$ cat src/rtl/collision_arbiter.sv
// Per-frame collision arbiter: combinational blocking, once-per-frame event pulses,
// player lives/invulnerability FSM and a saturating kill counter.
module collision_arbiter #(
  parameter int unsigned NUM_ENEMIES   = 2,
  parameter int unsigned LIVES         = 3,
  parameter int unsigned LIVES_W       = 2,
  parameter int unsigned INVULN_FRAMES = 60,
  parameter int unsigned KILL_W        = 8
) (
  input  logic                   clk,
  input  logic                   resetN,
  input  logic                   startOfFrame,
  input  logic                   drawing_request_player,
  input  logic                   drawing_request_columns,
  input  logic                   drawing_request_wall,
  input  logic                   drawing_request_bomb,
  input  logic                   drawing_request_blast,
  input  logic [NUM_ENEMIES-1:0] drawing_request_enemy,
  output logic                   player_block,
  output logic [NUM_ENEMIES-1:0] enemy_block,
  output logic                   collision_blast_wall,
  output logic                   SingleHitPulse_player,
  output logic [NUM_ENEMIES-1:0] enemy_kill_pulse,
  output logic                   wall_break_pulse,
  output logic                   player_invulnerable,
  output logic [LIVES_W-1:0]     lives,
  output logic                   game_over,
  output logic [KILL_W-1:0]      kill_count
);

  localparam int unsigned CntW = (INVULN_FRAMES < 2) ? 1 : $clog2(INVULN_FRAMES + 1);
  localparam int unsigned PopW = (NUM_ENEMIES < 2) ? 1 : $clog2(NUM_ENEMIES + 1);
  localparam int unsigned SumW = ((KILL_W > PopW) ? KILL_W : PopW) + 1;

  typedef enum logic [1:0] {StAlive, StInvuln, StDead} state_e;

  state_e                 state_q, state_d;
  logic [LIVES_W-1:0]     lives_q, lives_d;
  logic [CntW-1:0]        cnt_q, cnt_d;
  logic [KILL_W-1:0]      kill_q, kill_d;
  logic                   hit_flag_q, wall_flag_q;
  logic [NUM_ENEMIES-1:0] kill_flag_q;
  logic                   hit_pulse_q, wall_pulse_q;
  logic [NUM_ENEMIES-1:0] kill_pulse_q;

  logic                   hit_c, hit_acc, wall_acc;
  logic [NUM_ENEMIES-1:0] kill_c, kill_acc, sof_vec;
  logic [PopW-1:0]        pop;
  logic [SumW-1:0]        sum;

  assign player_block         = drawing_request_player &
                                (drawing_request_columns | drawing_request_wall);
  assign enemy_block          = drawing_request_enemy & {NUM_ENEMIES{drawing_request_columns |
                                drawing_request_wall | drawing_request_bomb}};
  assign collision_blast_wall = drawing_request_blast & drawing_request_wall;

  assign hit_c   = drawing_request_player & (drawing_request_blast | (|drawing_request_enemy));
  assign kill_c  = drawing_request_enemy & {NUM_ENEMIES{drawing_request_blast}};
  assign sof_vec = {NUM_ENEMIES{startOfFrame}};

  // A condition in the startOfFrame cycle belongs to the new frame, so the old flag is ignored.
  assign hit_acc  = hit_c & (state_q == StAlive) & (startOfFrame | ~hit_flag_q);
  assign kill_acc = kill_c & (sof_vec | ~kill_flag_q);
  assign wall_acc = collision_blast_wall & (startOfFrame | ~wall_flag_q);

  always_comb begin
    state_d = state_q;
    lives_d = lives_q;
    cnt_d   = cnt_q;
    unique case (state_q)
      StAlive: begin
        if (hit_acc) begin
          if (lives_q == LIVES_W'(1)) begin
            lives_d = '0;
            state_d = StDead;
          end else begin
            lives_d = lives_q - LIVES_W'(1);
            cnt_d   = CntW'(INVULN_FRAMES);
            state_d = StInvuln;
          end
        end
      end
      StInvuln: begin
        if (startOfFrame) begin
          if (cnt_q == CntW'(1)) begin
            cnt_d   = '0;
            state_d = StAlive;
          end else begin
            cnt_d = cnt_q - CntW'(1);
          end
        end
      end
      StDead:  state_d = StDead;
      default: state_d = StAlive;
    endcase
  end

  always_comb begin
    pop = '0;
    for (int i = 0; i < NUM_ENEMIES; i++) begin
      pop = pop + PopW'(kill_pulse_q[i]);
    end
    sum    = SumW'(kill_q) + SumW'(pop);
    kill_d = (sum > SumW'({KILL_W{1'b1}})) ? {KILL_W{1'b1}} : sum[KILL_W-1:0];
  end

  always_ff @(posedge clk or negedge resetN) begin
    if (!resetN) begin
      state_q      <= StAlive;
      lives_q      <= LIVES_W'(LIVES);
      cnt_q        <= '0;
      kill_q       <= '0;
      hit_flag_q   <= 1'b0;
      wall_flag_q  <= 1'b0;
      kill_flag_q  <= '0;
      hit_pulse_q  <= 1'b0;
      wall_pulse_q <= 1'b0;
      kill_pulse_q <= '0;
    end else begin
      state_q      <= state_d;
      lives_q      <= lives_d;
      cnt_q        <= cnt_d;
      kill_q       <= kill_d;
      hit_flag_q   <= hit_acc | (hit_flag_q & ~startOfFrame);
      wall_flag_q  <= wall_acc | (wall_flag_q & ~startOfFrame);
      kill_flag_q  <= kill_acc | (kill_flag_q & ~sof_vec);
      hit_pulse_q  <= hit_acc;
      wall_pulse_q <= wall_acc;
      kill_pulse_q <= kill_acc;
    end
  end

  assign SingleHitPulse_player = hit_pulse_q;
  assign enemy_kill_pulse      = kill_pulse_q;
  assign wall_break_pulse      = wall_pulse_q;
  assign player_invulnerable   = (state_q == StInvuln);
  assign game_over             = (state_q == StDead);
  assign lives                 = lives_q;
  assign kill_count            = kill_q;

endmodule

$ cat config.mk
export PLATFORM = sky130hd
export DESIGN_NAME = collision_arbiter
export DESIGN_NICKNAME = d
export VERILOG_FILES = /design/src/rtl/collision_arbiter.sv
export SDC_FILE = /design/constraint.sdc
export NUM_CORES = 1
export LEC_CHECK = 0
export ABC_AREA = 1
export BUFFER_PORTS_ARGS = -buffer_cell sky130_fd_sc_hd__buf_4
export CAP_MARGIN = 20
export CORE_MARGIN = 2
export CORE_UTILIZATION = 45
export DETAILED_ROUTE_END_ITERATION = 10
export PLACE_DENSITY = 0.8
export SLEW_MARGIN = 0
export SYNTH_ARGS = -nofsm -noshare
export SYNTH_HDL_FRONTEND = slang
export SYNTH_SLANG_ARGS = --single-unit
$ cat constraint.sdc
create_clock -name clk -period 4.3 [get_ports clk]
set_input_delay 0.645 -clock clk [delete_from_list [all_inputs] [get_ports clk]]
set_output_delay 0.645 -clock clk [all_outputs]
set_load 0.01 [all_outputs]
==> out/metrics.yaml, run 1 <==
grt_usage_pct: 16.1
hold_buffers: 0
die_h_um: 58.7
grt_max_degree: 27
synthCells: 158
synth_fp_nets: 173
cts_sinks: 26
cts_tree: "done"
routedWlPerCell_um: 10.7
multi_input_area_um2: 583
cts_buffers: 3
cts_max_path_buffers: 2
period_needed_ns: 1.83
rr_startpoint: "enemy_kill_pulse[0]"
rr_worst_depth: 6
grt_pass1_vias: 1048
cp.required_ns: 3.65
path_clk_slew_ns: 0.13
root_buffer: "clkbuf_4"
post-route-period-util_pct: 42.5
ys_warn_count: 0
slew_violations: 0
ir_drop_mv: 0.475
antennaDiodeCount: 0
fin_nets: 207
drive_gt1_share_pct: 25.1
final_common_cell: "nand2_1"
num_rows: 19
final_cell_mix: "42 x nand2_1, 29 x buf_4, 27 x inv_1, 24 x dfrtp_1, 11 x o21ai_0"
fillers: 257
gp_congestion: 0.762
design_area_um2: 1640
crit_start: "state_q[1]"
max_freq_ghz: 0.548
place_area_um2: 1600
ff_latch_area_um2: 653
die_w_um: 58.7
start_util_pct: 47.9
first_pass_iters: 7
synth_area_per_cell_um2: 8.51
synthToLayoutAreaGrowth_pct: 21.8
port_buffers: 29
setup.worst_path.start_class: "flop"
grt_pass1_wl_um: 4190
violations: "DRC"
p_clk_share_pct: 10.9
crit_path_end_kind: "primary output"
postCtsSetupRepairBufs: 0
outcome: "complete, but fails checks"
worst-setup-path-type: "reg2out"
synth_edf_count: 0
grt-ovfl-total: 0
vias: 1094
fin_tns_setup_ns: 0
ys_async_sr_fraction_pct: 100
netlist_area_um2: 1350
antenna_found_initial: 0
p_leak_nw: 0.913
skew_ns: 0.00329
post-route-drc-count: 1
power_density_nw_per_um2: 675
vias_per_cell: 4.93
tightest_slew_ns: 0.326
clock_latency_ns: 0.32
p_switching_mw: 0.475
slew_headroom_pct: 78.3
pin_count: 30
die_area_um2: 3440
intPower_mw: 0.630
synthFlopType: "dfrtp_1"
h-tree-depth: 1
ys_seq_area_share_pct: 48.6
setup_viol: 0
drv_cap: 0
post-dp-hpwl_um: 1890
grt_setup_unrepaired: "no"
p_sw_share_pct: 43.0
finalHoldViolCount: 0
p_seq_share_pct: 38.0
post_cts_resized: 0
ys_ff_latch: 26
crit_arrival_ns: 1.18
crit_fanout: 9
coreArea_um2: 2810
drtIter0Drc: 19
route.final.wire_length_um: 2380
ant_nets: 0
hold_class: "in2async"
yosysUniqueCellTypes: 26
pwr-share-comb_pct: 51.1
worst max-delay path, stage by stage (launching register included):
cell and delay (ns):
dfrtp_1 0.47, nor2_4 0.23, buf_4 0.16
metal layers:
layer / up-vias / GRT usage (%) / share of wire [%] / wire [um]
met3: 5 / 2.86 / 4.0 / 96
met5: - / 0 / 0 / 0
li1: 564 / - / - / -
met1: 502 / 18.9 / 47 / 1110
met2: 23 / 28.7 / 47 / 1130
met4: 0 / 6.82 / 2.1 / 49
cell usage after synthesis, types with 3 or more instances:
library cell / n / area (um2)
a21oi_1: 3 / 15.0
dfrtp_1: 24 / 601
ha_1: 4 / 50.1
inv_1: 27 / 101
nand2_1: 42 / 158
nand2_2: 3 / 18.8
nand3_1: 8 / 40.0
nor2_1: 6 / 22.5
nor2_4: 3 / 33.8
o21ai_0: 11 / 55.1
o21ai_1: 4 / 20.0
xor2_1: 3 / 26.3
registers in the layout (all words and copies together) (netlist names):
register / count
kill_count: 8
wall_flag_q: 1
hit_flag_q: 1
cnt_q: 6
lives: 2
state_q: 2
kill_flag_q: 2
enemy_kill_pulse: 2
wall_break_pulse: 1
SingleHitPulse_player: 1
logic make-up after synthesis:
group,count (synthesis),synth area share (%)
AND/OR/NAND/NOR,71,26.2
buffers and inverters,29,8.09
flip-flops,26,48.6
AO/OA/AOI/OAI,23,9.30
adder cells (fa/ha/maj),5,5.21
XOR/XNOR,4,2.61
stage by stage:
stage | setup slack (ns) | power, mW | utilization, % | instances | hold WS [ns]
2_1_floorplan | 2.68 | 0.812 | - | 158 | 0.349
3_3_place_gp | 2.60 | 0.965 | 57.1 | 218 | 0.436
3_5_place_dp | 2.55 | 0.996 | 57.1 | 218 | 0.433
4_1_cts | 2.45 | 1.12 | 58.4 | 222 | 0.198
5_1_grt | 2.41 | 1.22 | 58.4 | 222 | 0.208
6_report | 2.47 | 1.11 | 58.4 | 222 | 0.204
area by class of cell:
type | instances | share of cell area (%)
Tap cell | 31 | 2.37
Sequential cell | 26 | 39.9
Clock buffer | 4 | 2.22
Multi-Input combinational cell | 103 | 35.6
Timing Repair Buffer | 29 | 13.3
Inverter | 29 | 6.65
power by group through the flow:
| stage | clock [mW] | combinational, mW | sequential, mW |
|---|---|---|---|
| after floorplan | 0 | 0.378 | 0.434 |
| after global placement | 0 | 0.545 | 0.419 |
| after detailed placement | 0 | 0.571 | 0.425 |
| after CTS | 0.128 | 0.573 | 0.421 |
| after global routing | 0.132 | 0.649 | 0.435 |
| final | 0.121 | 0.565 | 0.420 |
worst paths after layout:
path | to | slack (ns)
max | player_invulnerable | 2.47
min | kill_count[4] | 0.20
max reg2reg | kill_count[2] | 2.55
min reg2reg | wall_break_pulse | 0.46
max in group asynchronous | lives[0] | 3.80
min in group clk | wall_break_pulse | 0.46
Power figures use the tool's default switching activity.
==> inputs of run 2 (changes only) <==
Clock period 4.3 ns to 1.8 ns, I/O delays scaled along.
==> run 2 against run 1 <==
The run still ends with DRC left. Die area stayed put. Combinational power up 140%. Sequential power is 140% higher. First-iteration DRC count is 32% higher. Clock-buffer cell count fell by 1. Clock skew decreased by 0.0020 ns. Cell count is 0.90% higher. Sequential share of layout area fell by 0.86 points. Sequential cell count unchanged.
==> out/metrics.yaml, run 2 (synthesis gave the netlist of run 1 again) <==
grt_max_degree: 27  # unchanged
crit_buf_inv: 0  # -1
drtIter0Drc: 25  # +6
clock_latency_ns: 0.31  # about the same
cts_buffers: 3  # unchanged
hold_class: "in2reg"
worst-setup-path-type: "reg2reg"
post-place-ws_ns: -0.00654  # -2.56 ns
h-tree-depth: 1  # unchanged
grt-ovfl-total: 0  # unchanged
synthToLayoutAreaGrowth_pct: 24.5
crit_fanout: 8  # -1
largest_register_ffs: 8  # unchanged
crit_path_max_incr_delay_ns: 0.43  # -0.04 ns
first_pass_iters: 7  # unchanged
grt_pass1_vias: 1087  # +3.7%
cp.depth: 6  # +4
crit_start: "enemy_kill_pulse[0]"
vias_per_cell: 4.98  # +1.0%
final_cell_mix: "42 x nand2_1, 30 x buf_4, 27 x inv_1, 24 x dfrtp_1, 10 x o21ai_0"
crit_family: "adder cells"
vias: 1115  # +1.9%
max_freq_ghz: 0.580
drv_cap: 0  # unchanged
p_leak_nw: 0.928  # +1.7%
port_buffers: 29  # unchanged
final_cells: 224  # +0.90%
grt_pass1_wl_um: 4370  # +4.4%
rr_worst_depth: 6  # unchanged
routedWlPerCell_um: 11.1  # +3.8%
setup_viol: 0  # unchanged
slew_violations: 0  # unchanged
cp_cell_sequence: "fa_2 > ha_1 > nand2_1 > nor2_1 > nand4_1 > o21ai_0"
antennaDiodeCount: 0  # unchanged
post-route-drc-count: 1  # unchanged
power_mw: 2.76  # +150%
period_needed_ns: 1.72
drive_gt1_share_pct: 25.9  # +0.78 points
die_area_um2: 3440  # unchanged
root_buffer: "clkbuf_4"
finalWorstSetupSlack_ns: 0.0766  # -2.40 ns
path_clk_slew_ns: 0.14  # about the same
cts_sinks: 26  # unchanged
rrSetupSlack_ns: 0.08  # -2.47 ns
post-dp-hpwl_um: 1980  # +4.7%
ant_nets: 0  # unchanged
post-route-period-util_pct: 95.7
final_common_cell: "nand2_1"
route.final.wire_length_um: 2500  # +4.7%
setup.worst_path.start_class: "flop"
ir_drop_mv: 1.06  # +120%
rr_startpoint: "enemy_kill_pulse[0]"
finalHoldViolCount: 0  # unchanged
skew_ns: 0.00124  # -0.00205 ns
antenna_found_initial: 0  # unchanged
r2r-end: "kill_count[3]"
grt_setup_unrepaired: "no"
pin_count: 30  # unchanged
tightest_slew_ns: 0.320  # -0.00611 ns
start_util_pct: 47.9  # unchanged
outcome: "complete, but fails checks"
crit_path_end_kind: "flop"
slew_headroom_pct: 78.6  # +0.34 points
place_inst: 218  # unchanged
critical_path.endpoint: "kill_count[3]"
grt_usage_pct: 16.2  # +0.17 points
violations: "DRC"
cts_tree: "done"
cts_max_path_buffers: 2  # unchanged
num_rows: 19  # unchanged
die_h_um: 58.7  # unchanged
cp.required_ns: 1.99  # -1.66 ns
fin_nets: 209  # +0.97%
die_w_um: 58.7  # unchanged
power_density_nw_per_um2: 1650  # +140%
crit_arrival_ns: 1.92  # +0.74 ns
coreArea_um2: 2810  # unchanged
critPathSlowestCell: "dfrtp_1"
gp_congestion: 0.825  # +8.3%
==> run 2: cell types whose count changed in the layout (fill, tap and decap cells not counted) <==
cell / before / now
fa_1: 1 / 0
buf_4: 29 / 30
o21ai_1: 4 / 5
o21ai_0: 11 / 10
fa_2: 0 / 1
dlygate4sd3_1: 0 / 1
clkbuf_8: 1 / 0
bufinv_16: 0 / 1
==> run 2: routing by layer <==
layer,GRT usage [%],vias to the layer above,part of all wire [%]
met3,1.98,2,3.7
met4,3.90,0,0.68
met2,31.1,22,52
met5,0,-,0
met1,19.1,526,43
li1,-,565,-
==> run 2: what timing repair did <==
item / in CTS / in global routing
hold endpoints to repair: 24 / 0
buffers inserted: 1 / 0
resized for setup: 1 / 1
setup endpoints to repair: 2 / 5
hold buffers: 1 / 0
==> run 2: stage by stage <==
step	setup TNS, ns	util, %	hold slack (ns)	cell area (um2)
finish	0	59.7	0.209	1670
detailed placement	-0.00654	57.1	0.196	1600
global route	0	59.7	0.195	1670
CTS	0	59.6	0.201	1670
global placement	0	57.1	0.191	1600
floorplan	0	-	-0.0256	1350
==> run 2: worst min-delay path by stage <==
| stage | start | end | slack [ns] | cells after the start |
|---|---|---|---|---|
| CTS | drawing_request_enemy[1] | enemy_kill_pulse[1] | 0.20 | 2 |
| floorplan | resetN | SingleHitPulse_player | -0.03 | 0 |
| detailed placement | resetN | kill_flag_q[1] | 0.20 | 1 |
| finish | drawing_request_enemy[1] | enemy_kill_pulse[1] | 0.21 | 2 |
| global route | drawing_request_enemy[1] | enemy_kill_pulse[1] | 0.20 | 2 |
| global placement | resetN | kill_flag_q[0] | 0.19 | 1 |
==> run 2: report_power, final <==
group / leakage [nW] / switching [mW] / internal, mW
Clock: 0.0279 / 0.166 / 0.225
Combinational: 0.582 / 0.788 / 0.571
Sequential: 0.318 / 0.190 / 0.819
==> run 2: worst reg2reg max path: cells and delay by family, from the launching register on <==
kind,cells,cell delay (ns)
fa+ha+maj,2,0.62
flops,1,0.43
simple gates,3,0.42
compound gates,1,0.14
==> run 2: area by class of cell <==
cell class	instances	area [um2]
repair buffers	31	235
well taps	31	38.8
fillers	257	1130
multi-input cells	103	586
clock inverters	1	30.0
clock buffers	3	22.5
flip-flops and latches	26	653
inverters	29	109
==> inputs of run 3 (changes only) <==
Settings changed: CELL_PAD_IN_SITES_DETAIL_PLACEMENT set to 2, CELL_PAD_IN_SITES_GLOBAL_PLACEMENT set to 2, CORE_UTILIZATION 45 to 31, PLACE_DENSITY 0.8 to 0.9.
==> run 3 against run 2 <==
The run now ends clean. Clock power increased by 28%. Worst hold slack better by 0.038 ns. Critical path depth up 1. Combinational power is 24% higher. Non-clock buffer count is 4 higher. Via count rose by 11%. Register-to-register slack lost 0.03 ns. Worst setup slack worse by 0.032 ns. Critical path type unchanged. Critical endpoint is now kill_count[4]. Largest power group unchanged. Highest routed layer unchanged.
==> out/metrics.yaml, run 3 (synthesis gave the netlist of run 1 again) <==
outcome: "finished, final reports clean"
num_rows: 23  # +4
power_density_nw_per_um2: 1810  # +10%
antennaDiodeCount: 0  # unchanged
post-dp-hpwl_um: 2880  # +45%
largest_register_ffs: 8  # unchanged
cts_max_path_buffers: 2  # unchanged
cts_sinks: 26  # unchanged
grt_pass1_vias: 1459  # +34%
vias_per_cell: 5.02  # +0.86%
drtIter0Drc: 36  # +44%
rr_worst_depth: 7  # +1
grt_pass1_wl_um: 7310  # +67%
fillers: 474  # +84%
setup.worst_path.start_class: "flop"
clock_latency_ns: 0.28  # -0.03 ns
gp_congestion: 0.749  # -9.3%
crit_fanout: 7  # -1
root_buffer: "clkbuf_8"
route.final.wire_length_um: 5000  # +100%
post-route-drc-count: 0  # -1
start_util_pct: 32.9  # -15 points
cts_buffers: 3  # unchanged
grt_max_degree: 27  # unchanged
routedWlPerCell_um: 20.2  # +81%
tightest_slew_ns: 0.351  # +0.0315 ns
setup_viol: 0  # unchanged
ir_drop_mv: 0.768  # -28%
drv_cap: 0  # unchanged
p_leak_nw: 0.960  # +3.4%
post-route-period-util_pct: 97.5  # +1.8 points
cts_tree: "done"
rr_startpoint: "enemy_kill_pulse[1]"
max_freq_ghz: 0.570  # -1.8%
vias: 1240  # +11%
pin_count: 30  # unchanged
crit_buf_inv: 1  # +1
h-tree-depth: 1  # unchanged
critical_path.endpoint: "kill_count[4]"
crit_path_end_kind: "flop"
cp.depth: 7  # +1
coreArea_um2: 4090  # +46%
rrSetupSlack_ns: 0.04  # -0.03 ns
slew_violations: 0  # unchanged
cp_cell_sequence: "fa_2 > ha_4 > nand2_4 > nor2_4 > nand4_1 > buf_4 > nand2_2"
crit_path_max_incr_delay_ns: 0.44  # about the same
grt_usage_pct: 19.5  # +3.3 points
crit_arrival_ns: 1.92  # about the same
final_util_pct: 43.6  # -16 points
power_mw: 3.23  # +17%
antenna_found_initial: 0  # unchanged
ant_nets: 0  # unchanged
drive_gt1_share_pct: 30.5  # +4.6 points
die_h_um: 69.9  # +19%
port_buffers: 29  # unchanged
die_w_um: 69.9  # +19%
fin_nets: 213  # +1.9%
r2r-end: "kill_count[4]"
critPathSlowestCell: "fa_2"
first_pass_iters: 4  # -3
hold_class: "in2reg"
period_needed_ns: 1.76  # +0.0323 ns
final_common_cell: "nand2_1"
grt-ovfl-total: 0  # unchanged
cp.required_ns: 1.97  # -0.02 ns
skew_ns: 0.00594  # +0.00470 ns
final_cell_mix: "39 x nand2_1, 34 x buf_4, 27 x inv_1, 24 x dfrtp_1, 11 x o21ai_0"
die_area_um2: 4880  # +42%
crit_start: "enemy_kill_pulse[1]"
synthToLayoutAreaGrowth_pct: 32.6
crit_family: "adder cells"
finalHoldViolCount: 0  # unchanged
path_clk_slew_ns: 0.10  # -0.04 ns
worst-setup-path-type: "reg2reg"
slew_headroom_pct: 76.6  # -2.0 points
==> run 3: changes by cell type in the layout (fill, tap and decap cells not counted) <==
cell and change:
clkbuf_4 -3, o21ai_0 +1, nand2_4 +1, o21ai_1 -1, nand2_2 +2, a21oi_2 +1, ha_1 -1, ha_4 +1
buf_4 +4, a21oi_1 -1, nor2_4 +1, clkbuf_8 +3, nand2_1 -3, nor2_1 -1
==> run 3: through the flow <==
step,setup slack [ns],instances,hold WS [ns],cell area (um2),TNS [ns]
floorplan,0.179,158,-0.0256,1350,0
global placement,0.0949,237,0.198,1630,0
detailed placement,-0.0203,237,0.207,1630,-0.0203
CTS,0.0265,245,0.247,1730,0
global route,-0.0226,247,0.240,1780,-0.0811
finish,0.0443,247,0.246,1780,0
==> run 3: worst min-delay path by stage <==
stage	depth (start not counted)	end	startpoint
global placement	1	kill_flag_q[0]	resetN
CTS	2	enemy_kill_pulse[1]	drawing_request_enemy[1]
global route	2	enemy_kill_pulse[0]	drawing_request_enemy[0]
finish	2	enemy_kill_pulse[1]	drawing_request_enemy[1]
floorplan	0	SingleHitPulse_player	resetN
detailed placement	1	state_q[0]	resetN
==> run 3: final cells by class <==
type,instances,area [um2],area share (%)
clock buffer,3,41.3,2.32
clock inverter,1,30.0,1.68
tap,50,62.6,3.51
timing repair buffer,35,265,14.9
inverter,29,109,6.11
multi-input combinational,103,622,34.9
sequential,26,653,36.6
==> run 3: report_power, final <==
part           total [mW]  internal, mW  switching (mW)  leakage, nW
Combinational        1.68         0.611            1.07        0.606
Clock               0.499         0.298           0.201       0.0357
Sequential           1.06         0.819           0.237        0.318
==> run 3: repair_timing <==
action                                 4_1_cts  5_1_grt
setup endpoints to repair                    2        9
gates resized for setup                      1        9
pin swaps                                    0        4
setup buffers                                3        2
hold buffers                                 1        0
endpoints found under the hold margin       24        0
==> run 3: per-layer routing <==
| layer | global-route usage [%] | routed length [um] | vias to the layer above |
|---|---|---|---|
| li1 | - | - | 573 |
| met1 | 21.0 | 1900 | 613 |
| met2 | 37.7 | 2680 | 36 |
| met3 | 2.02 | 140 | 18 |
| met4 | 8.97 | 273 | 0 |
| met5 | 0 | 0 | - |
